[src/rtl/dial_pkg.sv]
// Shared constants, types and small arithmetic helpers for the spinner dial encoder.
package dial_pkg;

    localparam int FRAC_BITS  = 4;
    localparam int SLOW_STEP  = 15;
    localparam int FAST_STEP  = 25;
    localparam int ANALOG_SHL = 4;
    localparam int ACCEL_HOLD = 8;

    localparam int ACC_W = 8 + FRAC_BITS;

    typedef logic [ACC_W-1:0] acc_t;

    typedef enum logic [1:0] {
        EV_NONE  = 2'd0,
        EV_STRB  = 2'd1,
        EV_SPIN  = 2'd2,
        EV_MOUSE = 2'd3
    } dial_event_e;

    // Sign-extend an 8-bit delta to accumulator width and scale into fractional units.
    function automatic acc_t scale_delta(input logic [7:0] delta);
        acc_t ext;
        ext = {{(ACC_W-8){delta[7]}}, delta};
        return ext << ANALOG_SHL;
    endfunction

    function automatic acc_t step_of(input logic fast_sel);
        return fast_sel ? acc_t'(FAST_STEP) : acc_t'(SLOW_STEP);
    endfunction

endpackage

[src/rtl/dial_edge_det.sv]
// Primed edge detector: TOGGLE=1 flags any change, TOGGLE=0 flags a 0->1 rise.
// The first clock after reset only captures the input, so no edge is seen out of reset.
module dial_edge_det #(
    parameter bit TOGGLE = 1'b1
) (
    input  logic clk,
    input  logic reset_n,
    input  logic din,
    output logic evt
);

    logic prev_r;
    logic primed_r;
    logic evt_r;
    logic hit_s;

    // Raw edge condition against the previous sample.
    always_comb begin
        hit_s = 1'b0;
        if (TOGGLE) begin
            hit_s = din ^ prev_r;
        end else begin
            hit_s = din & ~prev_r;
        end
    end

    // Sample history, priming flag and registered event.
    always_ff @(posedge clk or negedge reset_n) begin
        if (!reset_n) begin
            prev_r   <= 1'b0;
            primed_r <= 1'b0;
            evt_r    <= 1'b0;
        end else begin
            prev_r   <= din;
            primed_r <= 1'b1;
            evt_r    <= primed_r & hit_s;
        end
    end

    assign evt = evt_r;

endmodule

[src/rtl/dial_encoder.sv]
// Rotary dial position accumulator fed by digital buttons, spinner and mouse deltas.
// Build option DIAL_ACCEL_EN: holding one direction for ACCEL_HOLD strobes forces the fast step.
module dial_encoder
    import dial_pkg::*;
(
    input  logic       clk,
    input  logic       reset_n,
    input  logic       minus,
    input  logic       plus,
    input  logic       fast,
    input  logic       strobe,
    input  logic [8:0] spin_in,
    input  logic [8:0] mouse_in,
    output logic [7:0] spin_out,
    output logic       spin_upd,
    output logic       src_mouse
);

    logic       e_strb_s;
    logic       e_spin_s;
    logic       e_mouse_s;
    logic [7:0] spin_d_r;
    logic [7:0] mouse_d_r;
    acc_t       acc_r;
    logic       src_mouse_r;
    logic       spin_upd_r;
    acc_t       a_s;
    acc_t       d_s;
    acc_t       step_s;
    acc_t       acc_next_s;
    logic       src_next_s;
    logic       fast_sel_s;

    dial_edge_det #(.TOGGLE(1'b0)) u_strb (
        .clk(clk), .reset_n(reset_n), .din(strobe), .evt(e_strb_s)
    );
    dial_edge_det #(.TOGGLE(1'b1)) u_spin (
        .clk(clk), .reset_n(reset_n), .din(spin_in[8]), .evt(e_spin_s)
    );
    dial_edge_det #(.TOGGLE(1'b1)) u_mouse (
        .clk(clk), .reset_n(reset_n), .din(mouse_in[8]), .evt(e_mouse_s)
    );

`ifdef DIAL_ACCEL_EN
    localparam int HOLD_W = $clog2(ACCEL_HOLD + 1);
    logic [HOLD_W-1:0] hold_r;

    // Saturating count of strobes seen while exactly one direction is held.
    always_ff @(posedge clk or negedge reset_n) begin
        if (!reset_n) begin
            hold_r <= {HOLD_W{1'b0}};
        end else if (!(plus ^ minus)) begin
            hold_r <= {HOLD_W{1'b0}};
        end else if (e_strb_s && (hold_r != HOLD_W'(ACCEL_HOLD))) begin
            hold_r <= hold_r + HOLD_W'(1);
        end else begin
            hold_r <= hold_r;
        end
    end

    assign fast_sel_s = fast | (hold_r == HOLD_W'(ACCEL_HOLD));
`else
    assign fast_sel_s = fast;
`endif

    // Source select, analog/digital terms and next accumulator value.
    always_comb begin
        a_s        = acc_t'(0);
        d_s        = acc_t'(0);
        step_s     = step_of(fast_sel_s);
        src_next_s = src_mouse_r;
        // Spin wins a same-cycle collision; the mouse delta is then discarded.
        if (e_spin_s) begin
            src_next_s = 1'b0;
            a_s        = scale_delta(spin_d_r);
        end else if (e_mouse_s) begin
            src_next_s = 1'b1;
            a_s        = scale_delta(mouse_d_r);
        end else begin
            src_next_s = src_mouse_r;
        end
        if (e_strb_s && plus && !minus) begin
            d_s = step_s;
        end else if (e_strb_s && minus && !plus) begin
            d_s = acc_t'(0) - step_s;
        end else begin
            d_s = acc_t'(0);
        end
        acc_next_s = acc_r + a_s + d_s;
    end

    // Delta capture aligned with the registered events, plus accumulator state.
    always_ff @(posedge clk or negedge reset_n) begin
        if (!reset_n) begin
            spin_d_r    <= 8'h00;
            mouse_d_r   <= 8'h00;
            acc_r       <= acc_t'(0);
            src_mouse_r <= 1'b0;
            spin_upd_r  <= 1'b0;
        end else begin
            spin_d_r    <= spin_in[7:0];
            mouse_d_r   <= mouse_in[7:0];
            acc_r       <= acc_next_s;
            src_mouse_r <= src_next_s;
            spin_upd_r  <= (acc_next_s[ACC_W-1:FRAC_BITS] != acc_r[ACC_W-1:FRAC_BITS]);
        end
    end

    assign spin_out  = acc_r[ACC_W-1:FRAC_BITS];
    assign spin_upd  = spin_upd_r;
    assign src_mouse = src_mouse_r;

endmodule

[config.mk]
export PLATFORM = sky130hd
export DESIGN_NAME = dial_encoder
export DESIGN_NICKNAME = d
export VERILOG_FILES = /design/src/rtl/dial_pkg.sv /design/src/rtl/dial_edge_det.sv /design/src/rtl/dial_encoder.sv
export SDC_FILE = /design/constraint.sdc
export NUM_CORES = 1
export LEC_CHECK = 0
export CORE_MARGIN = 4
export CORE_UTILIZATION = 54
export DETAILED_ROUTE_END_ITERATION = 8
export HOLD_SLACK_MARGIN = 0.12
export PLACE_DENSITY = 0.8
export SYNTH_ARGS = -nofsm -noshare
export SYNTH_HDL_FRONTEND = slang
export SYNTH_HIERARCHICAL = 1
export SYNTH_SLANG_ARGS = --single-unit
[constraint.sdc]
create_clock -name clk -period 3.9 [get_ports clk]
set_input_delay 0.39 -clock clk [delete_from_list [all_inputs] [get_ports clk]]
set_output_delay 0.39 -clock clk [all_outputs]
set_load 0.02 [all_outputs]
# After elaboration in Yosys (flattened, before gate mapping)
# Index checks and enable logic that the tools add are counted.
# W data, S select, Z words.
# op_classes
n_bitwise	7
n_reduce_logical	7
mux	7
addsub	3
eq_ne	1
# ops
operator	n
$mux W12	4
$add A12 B12 Y12	2
$ne A8 B8 Y1	1
$sub A1 B5 Y6 const A	1
$mux W5	1
$and A1 B1 Y1	4
$logic_and A1 B1 Y1	4
$logic_not A1 Y1	2
$mux W1	2
$reduce_bool A2 Y1	1
$xor A1 B1 Y1	2
$not A1 Y1	1
# totals
out_inout_bits	10
regBits	37
inputBits	24

# Depth between registers and ports, before layout
# logic_depth
word_depth	6
ltp_mapped	12

# By module
# Netlist, hierarchy kept.
# modules_own_cells
module	n_inst	seq_area_each_um2	area_each_um2	cells_each
dial_encoder	1	750.7	1948.1	179
dial_edge_det at u_mouse ...	2	75.1	93.8	6
dial_edge_det at u_strb	1	75.1	87.6	5

# Least setup slack after synthesis
# OpenSTA, ideal clock, no wires.
# synth_path
path_kind	input-to-reg
startpoint	input port plus
endpoint	register spin_upd_r (netlist: spin_upd)
arrival_ns	2.831
path_slack_ns	0.936
cell_stages	12
cell_sequence	nand3b_2 mux2i_1 ha_1 ha_1 inv_1 fa_1 nand2b_1 a211o_1 a31o_1 xnor3_1 a21oi_1 nand4_1
# synth_via
elab_chain_cells	6
word_cells_on_any_way	8
# synth_lines
item	line_no	rtl
from (decl)	dial_encoder.sv:9	input logic plus,
$logic_not A1 Y1	dial_encoder.sv:84	end else if (e_strb_s && minus && !plus) begin
$logic_and A1 B1 Y1	dial_encoder.sv:84	
$mux W12	dial_encoder.sv:84	
$mux W12 *	dial_encoder.sv:82	if (e_strb_s && plus && !minus) begin
$add A12 B12 Y12 *	dial_encoder.sv:89	acc_next_s = acc_r + a_s + d_s;
$ne A8 B8 Y1 *	dial_encoder.sv:105	spin_upd_r <= (acc_next_s[ACC_W-1:FRAC_BITS] != acc_r[ACC_W-1:FRAC_BITS]);
to (signal assigned)	dial_encoder.sv:105	
to (decl)	dial_encoder.sv:26	logic spin_upd_r;
# Every way passes the cells marked *; elsewhere a longest branch is shown, timed or not.
# A chain may end at the register's enable or synchronous reset.

# Worst setup path after layout
# Same ends and word-level chain as after synthesis.

==> run summary <==
* **result of the run** finished clean
* **Antenna Cells** 0
* **worst path bufs/invs** 2
* **power consumption** 0.001805 W
* **commonest non-fill, non-tap cell in the layout** sky130_fd_sc_hd__dfrtp_1
* **Max clock buf depth** 2
* **list of cells traversed by the critical path** clkdlybuf4s50_1, nand3b_2, mux2i_1, ha_1, ha_1, inv_1, fa_1, nand2b_1, a211o_1, a31o_1, xnor3_1, a21oi_1, nand4_1
* **number of antenna violations at the first check in global routing** 0
* **R2R Path Start** u_spin/evt
* **post-cts repair resize count** 0
* **CTS HTree Levels** 2
* **floorplan die area** 5208 µm²
* **number of distinct standard cells referenced by the synthesized netlist** 49
* **fin nets** 271
* **sum of negative setup slack** 0 ns
* **via density per instance** 5.207
* **clock tree from TritonCTS** built
* **remaining antenna violation count** 0
* **largest net degree at the start of global routing** 40
* **Post-Route Skew** 0.008231 ns
* **total core area** 4000 µm²
* **average size of a mapped cell** 11.34 µm²
* **GP Congestion** 0.8786
* **area fraction of the dominant cell type after synthesis** 43.89%
* **worst r2r dst** spin_upd
* **Least-Margin Pin Slew** 0.8306 ns
* **net count of the mapped netlist** 242
* **Post-synth top flop** sky130_fd_sc_hd__dfrtp_1
* **xor-xnor portion of the synthesized cell area** 9.173%
* **maximum fanout count along the critical path** 10
* **number of hold violations in the final report** 0
* **critical path type** primary input to flip-flop
* **flop and latch count out of synthesis** 39
* **area added between synthesis and finish** 18.18%
* **ratio of cells with drive above 1 in the final layout** 8.444%
* **commonest non-fill, non-tap cells in the layout** sky130_fd_sc_hd__dfrtp_1 (39), sky130_fd_sc_hd__clkdlybuf4s50_1 (32), sky130_fd_sc_hd__inv_1 (25), sky130_fd_sc_hd__ha_1 (14), sky130_fd_sc_hd__xnor2_1 (11)
* **via count of the first global-routing pass** 1433
* **largest register by flop count** acc_r
* **min-delay worst type** primary input to asynchronous set/reset pin
* **setup repair after global routing missed its margin** false
* **cell seen most often among critical-path stages** sky130_fd_sc_hd__ha_1
* **category of the worst setup path capture point** flip-flop
* **R2R Setup Slk** 0.69 ns
* **total clock buffers created by CTS** 5
* **chip width** 72.17 µm
* **synthesized-area fraction occupied by adder cells** 15.08%
* **CTS sink count** 39
* **initial core utilization** 55.58%
* **data arrival time of the critical path** 3.59 ns
* **gate count after technology mapping** 196
* **leading registers by flop count** acc_r x12, mouse_d_r x8, spin_d_r x8
* **total I/O pin count** 34
* **post-detailed-route wirelength per cell** 13.99 µm
* **proportion of synthesized chip area in sequential cells** 43.89%
* **number of failing setup endpoints in the final timing report** 0
* **total number of placement rows** 23
* **slowest cell on the critical path** sky130_fd_sc_hd__clkdlybuf4s50_1
* **residual DRC count** 0
* **detailed-route wire length** 3847 µm
* **count of flip-flops with a built-in enable after synthesis** 0
* **buffer cell driving the clock tree root** sky130_fd_sc_hd__clkbuf_8
* **Warnings, synthesis** 6
* **power density relative to cell area** 686.8 nW/µm²
* **simple-gate portion of the synthesized area** 9.004%
* **setup repair bufs after CTS** 0
* **Max Freq** 0.2933 GHz
* **post-detailed-placement half-perimeter wirelength** 2913 µm
* **critical path data required time** 4.08 ns
* **max reg flops** 12
* **kind of start point of the critical path** primary input
* **final period demand of the worst path** 3.410 ns
* **Slowest Stage Delay on Critical Path** 0.42 ns
* **multiplexer area fraction after synthesis** 0.9004%
* **vias after detailed routing** 1432
* **Rel. slew slack** 44.62%
* **Port Buffer Count** 33
* **leakage dissipation** 1.229 nW
* **Tcrit/Tclk final** 87.43%
* **latest clock arrival within the worst-skew pair** 0.29 ns
* **largest family of logic cells by synthesized area** adder cells
* **share of async-settable or async-resettable flops after synthesis** 100.0%
* **mapped cell area** 2223 µm²
* **overall die height** 72.17 µm
* **synthesized-area fraction occupied by ao, oa, aoi and oai cells** 13.17%
* **largest area contributor in the synthesized netlist** sky130_fd_sc_hd__dfrtp_1
* **worst ir drop on vdd** 0.3676 mV
* **fin. max-slew vios** 0
* **cell types occupying the most area after synthesis** sky130_fd_sc_hd__dfrtp_1 (44%), sky130_fd_sc_hd__ha_1 (7.9%), sky130_fd_sc_hd__fa_1 (7.2%), sky130_fd_sc_hd__xnor2_1 (4.3%), sky130_fd_sc_hd__inv_1 (4.2%)
* **Top Family by Delay on Critical Path** adder cells
* **Total Routing Usage GR** 17.35%
* **length in cells of the worst reg-to-reg path** 10
* **Max Cap Viol** 0
* **remaining global-route overflow** 0
* **first-pass GRT wire length** 6810 µm
* **starting DRC count in detailed routing** 104
* **number of detailed-route iterations in the first pass** 4
* **clock transition at the register clock pins on the worst setup and hold paths after CTS** 0.08 ns
* **quantity of hold-fixing buffers added after cts** 0
routing by layer:
metal / track usage (%) / part of all wire, % / vias to the layer above
li1: - / - / 699
met3: 5.540 / 4.8 / 4
met2: 27.50 / 48 / 39
met4: 4.384 / 0.99 / 0
met5: 0 / 0 / -
met1: 23.22 / 46 / 690
area by class of cell:
| cell class | instances | area (µm²) |
|---|---|---|
| repair buffers | 33 | 325.3 |
| inverters | 25 | 93.84 |
| multi-input cells | 121 | 1064 |
| fillers | 314 | 1373 |
| clock buffers | 5 | 68.82 |
| clock inverters | 2 | 37.54 |
| flip-flops and latches | 39 | 975.9 |
| well taps | 50 | 62.56 |
synthesized netlist by cell type, drive strengths merged (2+ instances only):
master	instances
and2	2
nor2	10
nor4	2
a211oi	4
a21o	3
mux2i	2
nand3	2
xnor2	11
a22oi	6
nor2b	2
conb	3
nand2	9
o21bai	2
nand2b	2
fa	8
ha	14
xor2	7
a21oi	9
dfrtp	39
buf	10
o21ai	4
inv	25
nand3b	2
nand4	2
worst reg2reg max path, stage by stage (launching register included):
cell                      delay, ns
sky130_fd_sc_hd__dfrtp_1       0.50
sky130_fd_sc_hd__and2b_4       0.36
sky130_fd_sc_hd__a22oi_1       0.09
sky130_fd_sc_hd__fa_1          0.51
sky130_fd_sc_hd__inv_1         0.05
sky130_fd_sc_hd__ha_1          0.42
sky130_fd_sc_hd__a21oi_1       0.37
sky130_fd_sc_hd__a21oi_1       0.13
sky130_fd_sc_hd__or3_1         0.42
sky130_fd_sc_hd__a21oi_1       0.17
sky130_fd_sc_hd__nand4_1       0.08
worst max path at each step:
stage | end | cells past startpoint | slack [ns] | startpoint
after global routing | spin_upd | 13 | 0.28 | plus
after CTS | spin_upd | 13 | 0.45 | plus
after detailed placement | spin_upd | 13 | 0.15 | plus
after global placement | spin_upd | 13 | 0.31 | plus
final | spin_upd | 13 | 0.49 | plus
after floorplan | spin_upd | 12 | 0.94 | plus
stage by stage:
step	hold slack, ns	area [µm²]	util, %	setup WS [ns]	std cells
2_1_floorplan	0.09441	2223	-	0.9362	196
3_3_place_gp	0.4307	2521	63.03	0.3126	268
3_5_place_dp	0.4416	2521	63.03	0.1544	268
4_1_cts	0.2175	2628	65.69	0.4522	275
5_1_grt	0.2622	2628	65.69	0.2836	275
6_report	0.1865	2628	65.69	0.4903	275
power by group:
| group | internal [W] | switching [W] | total [W] |
|---|---|---|---|
| Combinational | 0.000434 | 0.000485 | 0.000919 |
| Clock | 0.000187 | 0.000145 | 0.000332 |
| Sequential | 0.000488 | 0.0000653 | 0.000554 |
| Total | 0.00111 | 0.000695 | 0.00180 |
cell families (layout without fill, tap and decap cells):
| family | after synthesis | count (layout) |
|---|---|---|
| XOR/XNOR | 20 | 20 |
| flip-flops | 39 | 39 |
| multiplexers | 2 | 2 |
| AND/OR/NAND/NOR | 37 | 37 |
| other | 3 | 3 |
| adder cells (fa/ha/maj) | 22 | 22 |
| AO/OA/AOI/OAI | 37 | 37 |
| buffers and inverters | 36 | 65 |
(Power assumes the default switching activity.)
